**src/rtl/instruction_memory_server_if.sv**
```systemverilog
// Fetch/loader bus for instruction_memory_server.
//   master: fetch-side address and loader stimulus (driven by core/loader)
//   slave : memory-side responder (instruction_memory_server)
// Fetch group : address_to_memory, data_from_memory, out_of_range, core_hold
// Loader group: load_start, load_count, load_byte, load_valid, load_ready, load_done
interface instruction_memory_server_if #(
   parameter int unsigned ADDR_WIDTH = 14,
   parameter int unsigned DATA_WIDTH = 16
);
   logic [ADDR_WIDTH-1:0] address_to_memory;
   logic [DATA_WIDTH-1:0] data_from_memory;
   logic                  out_of_range;
   logic                  core_hold;
   logic                  load_start;
   logic [ADDR_WIDTH-1:0] load_count;
   logic [7:0]            load_byte;
   logic                  load_valid;
   logic                  load_ready;
   logic                  load_done;

   modport master (
      output address_to_memory, load_start, load_count, load_byte, load_valid,
      input  data_from_memory, out_of_range, core_hold, load_ready, load_done
   );

   modport slave (
      input  address_to_memory, load_start, load_count, load_byte, load_valid,
      output data_from_memory, out_of_range, core_hold, load_ready, load_done
   );
endinterface

```
**src/rtl/instruction_memory_server.sv**
```systemverilog
// Instruction memory responder for the fetch stage with a byte-serial image loader.
// Ports:
//   clk - rising-edge clock
//   rst - synchronous active-high reset
//   bus - instruction_memory_server_if.slave: combinational fetch read path plus
//         valid/ready byte loader (big-endian, high byte first); core_hold stalls
//         fetch while an image is being loaded.
module instruction_memory_server #(
   parameter int unsigned ADDR_WIDTH = 14,
   parameter int unsigned DATA_WIDTH = 16,
   parameter int unsigned DEPTH      = 64
) (
   input logic                        clk,
   input logic                        rst,
   instruction_memory_server_if.slave bus
);
   localparam int unsigned IdxW = $clog2(DEPTH);
   // One extra bit so the pointer and target can hold DEPTH itself.
   localparam int unsigned PtrW = $clog2(DEPTH + 1);

   typedef enum logic [1:0] {StIdle, StLoadHi, StLoadLo, StDone} state_e;

   state_e                state_q, state_d;
   logic [PtrW-1:0]       ptr_q;
   logic [PtrW-1:0]       target_q, target_d;
   logic [7:0]            hi_q;
   logic [DEPTH-1:0]      valid_q;
   logic [DATA_WIDTH-1:0] mem [DEPTH];

   logic                  start_go, hi_we, lo_we;
   logic                  core_hold, load_ready, load_done;
   logic [ADDR_WIDTH-1:0] addr;
   logic [IdxW-1:0]       addr_idx, ptr_idx;
   logic                  out_of_range;

   assign addr         = bus.address_to_memory;
   assign addr_idx     = addr[IdxW-1:0];
   assign ptr_idx      = ptr_q[IdxW-1:0];
   assign out_of_range = 32'(addr) >= DEPTH;

   // Requests larger than the array are clamped to DEPTH words.
   always_comb begin
      target_d = PtrW'(bus.load_count);
      if (32'(bus.load_count) > DEPTH) begin
         target_d = PtrW'(DEPTH);
      end
   end

   always_comb begin
      state_d    = state_q;
      core_hold  = 1'b0;
      load_ready = 1'b0;
      load_done  = 1'b0;
      start_go   = 1'b0;
      hi_we      = 1'b0;
      lo_we      = 1'b0;
      case (state_q)
         StIdle: begin
            if (bus.load_start && (bus.load_count != '0)) begin
               start_go = 1'b1;
               state_d  = StLoadHi;
            end
         end
         StLoadHi: begin
            core_hold  = 1'b1;
            load_ready = 1'b1;
            if (bus.load_valid) begin
               hi_we   = 1'b1;
               state_d = StLoadLo;
            end
         end
         StLoadLo: begin
            core_hold  = 1'b1;
            load_ready = 1'b1;
            if (bus.load_valid) begin
               lo_we   = 1'b1;
               state_d = ((ptr_q + PtrW'(1)) == target_q) ? StDone : StLoadHi;
            end
         end
         StDone: begin
            core_hold = 1'b1;
            load_done = 1'b1;
            state_d   = StIdle;
         end
         default: state_d = StIdle;
      endcase
   end

   always_ff @(posedge clk) begin
      if (rst) begin
         state_q  <= StIdle;
         ptr_q    <= '0;
         target_q <= '0;
         hi_q     <= '0;
         valid_q  <= '0;
      end else begin
         state_q <= state_d;
         if (start_go) begin
            ptr_q    <= '0;
            valid_q  <= '0;
            target_q <= target_d;
         end
         if (hi_we) begin
            hi_q <= bus.load_byte;
         end
         if (lo_we) begin
            valid_q[ptr_idx] <= 1'b1;
            ptr_q            <= ptr_q + PtrW'(1);
         end
      end
   end

   // Storage is not reset; validity is tracked by valid_q.
   always_ff @(posedge clk) begin
      if (lo_we && !rst) begin
         mem[ptr_idx] <= DATA_WIDTH'({hi_q, bus.load_byte});
      end
   end

   always_comb begin
      bus.data_from_memory = '0;
      if (!core_hold && !out_of_range && valid_q[addr_idx]) begin
         bus.data_from_memory = mem[addr_idx];
      end
   end

   assign bus.out_of_range = out_of_range;
   assign bus.core_hold    = core_hold;
   assign bus.load_ready   = load_ready;
   assign bus.load_done    = load_done;
endmodule

```
**src/flat_wrapper.sv**
```systemverilog
// flat-port wrapper written by rule: the top's interface ports become plain ports
module instruction_memory_server_flat 
#(
   parameter int unsigned ADDR_WIDTH = 14,
   parameter int unsigned DATA_WIDTH = 16,
   parameter int unsigned DEPTH      = 64
)
  (clk, rst, bus_address_to_memory, bus_load_start, bus_load_count, bus_load_byte, bus_load_valid, bus_data_from_memory, bus_out_of_range, bus_core_hold, bus_load_ready, bus_load_done);
  instruction_memory_server_if #(.ADDR_WIDTH(ADDR_WIDTH), .DATA_WIDTH(DATA_WIDTH)) bus_i ();
  input logic clk;
  input logic rst;
  input wire logic [$bits(bus_i.address_to_memory)-1:0] bus_address_to_memory;
  input wire logic [$bits(bus_i.load_start)-1:0] bus_load_start;
  input wire logic [$bits(bus_i.load_count)-1:0] bus_load_count;
  input wire logic [$bits(bus_i.load_byte)-1:0] bus_load_byte;
  input wire logic [$bits(bus_i.load_valid)-1:0] bus_load_valid;
  output wire logic [$bits(bus_i.data_from_memory)-1:0] bus_data_from_memory;
  output wire logic [$bits(bus_i.out_of_range)-1:0] bus_out_of_range;
  output wire logic [$bits(bus_i.core_hold)-1:0] bus_core_hold;
  output wire logic [$bits(bus_i.load_ready)-1:0] bus_load_ready;
  output wire logic [$bits(bus_i.load_done)-1:0] bus_load_done;
  assign bus_i.address_to_memory = bus_address_to_memory;
  assign bus_i.load_start = bus_load_start;
  assign bus_i.load_count = bus_load_count;
  assign bus_i.load_byte = bus_load_byte;
  assign bus_i.load_valid = bus_load_valid;
  assign bus_data_from_memory = bus_i.data_from_memory;
  assign bus_out_of_range = bus_i.out_of_range;
  assign bus_core_hold = bus_i.core_hold;
  assign bus_load_ready = bus_i.load_ready;
  assign bus_load_done = bus_i.load_done;
  instruction_memory_server #(.ADDR_WIDTH(ADDR_WIDTH), .DATA_WIDTH(DATA_WIDTH), .DEPTH(DEPTH)) u_core (.clk(clk), .rst(rst), .bus(bus_i));
endmodule
```
**config.mk**
```make
export PLATFORM = sky130hd
export DESIGN_NAME = instruction_memory_server_flat
export DESIGN_NICKNAME = d
export VERILOG_FILES = /design/src/rtl/instruction_memory_server_if.sv /design/src/rtl/instruction_memory_server.sv /design/src/flat_wrapper.sv
export SDC_FILE = /design/constraint.sdc
export NUM_CORES = 1
export LEC_CHECK = 0
export BUFFER_PORTS_ARGS = -buffer_cell sky130_fd_sc_hd__clkbuf_2
export CORE_MARGIN = 1.5
export CORE_UTILIZATION = 45
export DETAILED_ROUTE_END_ITERATION = 10
export HOLD_SLACK_MARGIN = 0.05
export PLACE_DENSITY = 0.59
export SYNTH_ARGS = -nofsm -noshare
export SYNTH_HDL_FRONTEND = slang
export SYNTH_SLANG_ARGS = --single-unit
```
**constraint.sdc**
```tcl
create_clock -name clk -period 9.4 [get_ports clk]
set_input_delay 1.88 -clock clk [delete_from_list [all_inputs] [get_ports clk]]
set_output_delay 1.88 -clock clk [all_outputs]
set_load 0.1 [all_outputs]
```
==> impl_metrics.ini <==
[sta]
slew_headroom_pct = 10.39
fin_crit_ps = 7313
finalSetupViolations = 0
fin_tns_setup_ps = 0
grt_setup_unrepaired = no
tightest_slew_ps = 1344
fmax_ghz = 0.1367
drv_slew = 0
finalCritPeriodShare_pct = 77.80
final_hold_viol_count = 0
skew_ps = 25.51

[worst_setup_path]
worst-r2r-cell-count = 6
critPathRequiredTime_ps = 7520
r2r_slack_ps = 5390
cp-start-kind = primary input
crit_path_start = bus_address_to_memory[0]
cp.arrival_ps = 5430
cp-endpoint = bus_data_from_memory[8]
crit_fanout = 71
cp-end-kind = output port
worstReg2RegEnd = u_core.mem[31][15]
path_class = in -> out
reg2reg_from = u_core.state_q[1]

[die]
die-height_um = 311.3
die_area_sq_um = 96900
initial_core_util_pct = 45.62
ios = 60
die-width_um = 311.3
core.rowCount = 112
core-area_sq_um = 93750

[cts]
htreeDepth = 3
cts.sinks = 1112
ctsResizeCount = 0
ctsHoldBuffers = 0
clk_latency_ps = 700
post-cts-setup-buffers = 0
clk_path_buf_depth = 3
cts_tree = done
numCtsBuffers = 113
root_buffer = clkbuf_16
clkSlewWorstSetupHoldPaths_ps = 60

[synth]
syn_avg_cell_area_sq_um = 22.12
synthXorXnorAreaFrac_pct = 0.1434
synthAdderAreaFrac_pct = 0.1755
ys_types = 49
synthTopCellsByArea = edfxtp_1, mux4_2, dfxtp_1
netlist_instances = 1933
async_flop_share_pct = 0
synth_top_cell_area_share_pct = 71.90
yosysWarnings = 0
synth_seq_cells = 1112
synth_area_sq_um = 42770
synth_edf_count = 1024
synth_compound_area_share_pct = 2.703
yosys_most_used_dff = edfxtp_1
yosysTopAreaCell = edfxtp_1
synth_nets = 1979
synthSimpleGateAreaFrac_pct = 1.972
muxShareOfSynthArea_pct = 17.74
yosysSeqAreaShare_pct = 76.02
synth_top_family_by_area = multiplexers

[placement]
dp_cells = 3226
place_area_sq_um = 45010
place_hpwl_um = 54880
port_buffers = 59
gp_congestion = 0.7635

[grt]
grt_antenna_before_repair = 2
overflow = 0
grt_pass1_wl_um = 148000
grt_max_degree = 114
grt_usage_pct = 21.51
first_global_vias = 21020

[route]
totalWireLength_um = 103400
wl_per_cell_um = 30.15
drc_errors = 0
via_per_inst = 5.951
route.antenna.remaining_nets = 0
first_iter_violations = 2240
vias = 20420
first_pass_iters = 5

[final_layout]
design_area_sq_um = 48640
layout-drive-gt1-share_pct = 32.81
areaGrowthSynthToFinish_pct = 13.74
nets = 2133
fin_cells = 3431

[pwr]
power.switching_mw = 2.293
p_clk_share_pct = 41.6
p_int_mw = 8.198
combPwrFrac_pct = 5.5
sw_frac_of_total_pct = 21.86
finalPower_mw = 10.49
p_seq_share_pct = 52.9
powerDensity_nw_per_um2 = 215.7
p_leak_nw = 15.91
vdd_ir_drop_max_uv = 180.0

[run]
max_cap_viol_count = 0

[status]
status = finished, final reports clean

[worst_hold_path]
min-delay-path-class = reg -> reg
-- worst max-delay path, stage by stage --
cell      delay [ps]
buf_8            580
buf_4            640
mux4_2           590
mux4_2           540
a22oi_1          550
a21oi_2          130
clkbuf_2         390
-- power by group through the flow --
stage               clock network (mW)  registers [mW]  logic (mW)
global route                      4.62            5.56       0.612
CTS                               4.44            5.55       0.578
global placement                     0            5.65       0.567
finish                            4.37            5.55       0.573
floorplan                            0            5.63       0.373
detailed placement                   0            5.66       0.577
-- worst min-delay path by stage --
| stage | start | cells past startpoint | slack [ps] | endpoint |
|---|---|---|---|---|
| global placement | u_core.valid_q[52] | 1 | 430 | u_core.valid_q[52] |
| floorplan | u_core.valid_q[52] | 1 | 420 | u_core.valid_q[52] |
| CTS | u_core.valid_q[52] | 1 | 450 | u_core.valid_q[52] |
| global route | u_core.valid_q[58] | 1 | 460 | u_core.valid_q[58] |
| detailed placement | u_core.valid_q[52] | 1 | 440 | u_core.valid_q[52] |
| finish | u_core.valid_q[52] | 1 | 450 | u_core.valid_q[52] |
-- cells by family (layout without fill, tap and decap cells) --
kind of cell | Yosys count | count (layout)
simple gates | 188 | 188
fa+ha+maj | 6 | 6
flops | 1112 | 1112
mux | 348 | 348
xor+xnor | 7 | 7
compound gates | 165 | 165
other cells | 0 | 1
buf+inv | 107 | 350
-- Yosys cell counts, types with 6 or more instances --
cell type,count
a21o_1,65
a21oi_1,35
a21oi_2,10
a22oi_1,34
buf_1,6
buf_2,32
buf_6,9
clkbuf_1,52
dfxtp_1,88
edfxtp_1,1024
ha_1,6
mux2i_1,19
mux4_2,328
nand2_1,33
nand3_1,26
nor2_1,92
nor2b_1,7
nor3_1,6
o21ai_0,6
-- layout by cell type, fill, tap and decap left out, types with 3 or more instances in the layout --
cell type / count
inv_6: 3
clkinv_1: 21
nand2b_1: 4
a22oi_1: 34
clkbuf_2: 55
buf_4: 81
a21oi_1: 35
a21oi_2: 10
mux2i_1: 19
nor2_4: 7
nor2_2: 58
a311oi_1: 3
dfxtp_1: 80
clkbuf_16: 116
nor2b_1: 7
mux4_2: 328
inv_1: 4
buf_12: 3
nor2_1: 27
o21ai_0: 6
nand2_1: 33
clkinv_2: 19
nor3_1: 6
clkinv_8: 3
edfxtp_1: 1024
nor4_1: 3
nand3_1: 26
a21o_1: 65
clkbuf_1: 27
ha_1: 6
xor2_1: 5
bufinv_16: 9
dfxtp_2: 8
-- registers in the layout, indices dropped and copies added (netlist names) --
| signal | cells |
|---|---|
| u_core.mem | 1024 |
| u_core.valid_q | 64 |
| u_core.target_q | 7 |
| u_core.state_q | 2 |
| u_core.hi_q | 8 |
| u_core.ptr_q | 7 |
-- metal layers --
layer	global-route usage [%]	wire length (um)	vias to the layer above
li1	-	-	8481
met1	30.48	44120	11040
met2	33.83	49230	751
met3	4.539	7560	148
met4	6.364	2536	0
met5	0	0	-
-- cell type report --
cell class	count	area [sq um]
inverter	4	15.01
multi-input combinational	714	9922
clock buffer	145	3032
fill	7257	45110
sequential	1112	32520
clock inverter	59	596.8
timing repair buffer	142	984.7
tap	1254	1569
antenna	1	2.502
-- per-stage QoR --
stage	hold slack, ps	util, %	worst slack (ps)
4_1_cts	450.6	51.88	1932
6_report	449.0	51.89	2087
2_1_floorplan	418.6	-	2805
5_1_grt	463.3	51.88	1843
3_5_place_dp	436.2	48.01	1932
3_3_place_gp	426.3	48.01	1927
No activity file was read; power rests on OpenSTA's default activity.
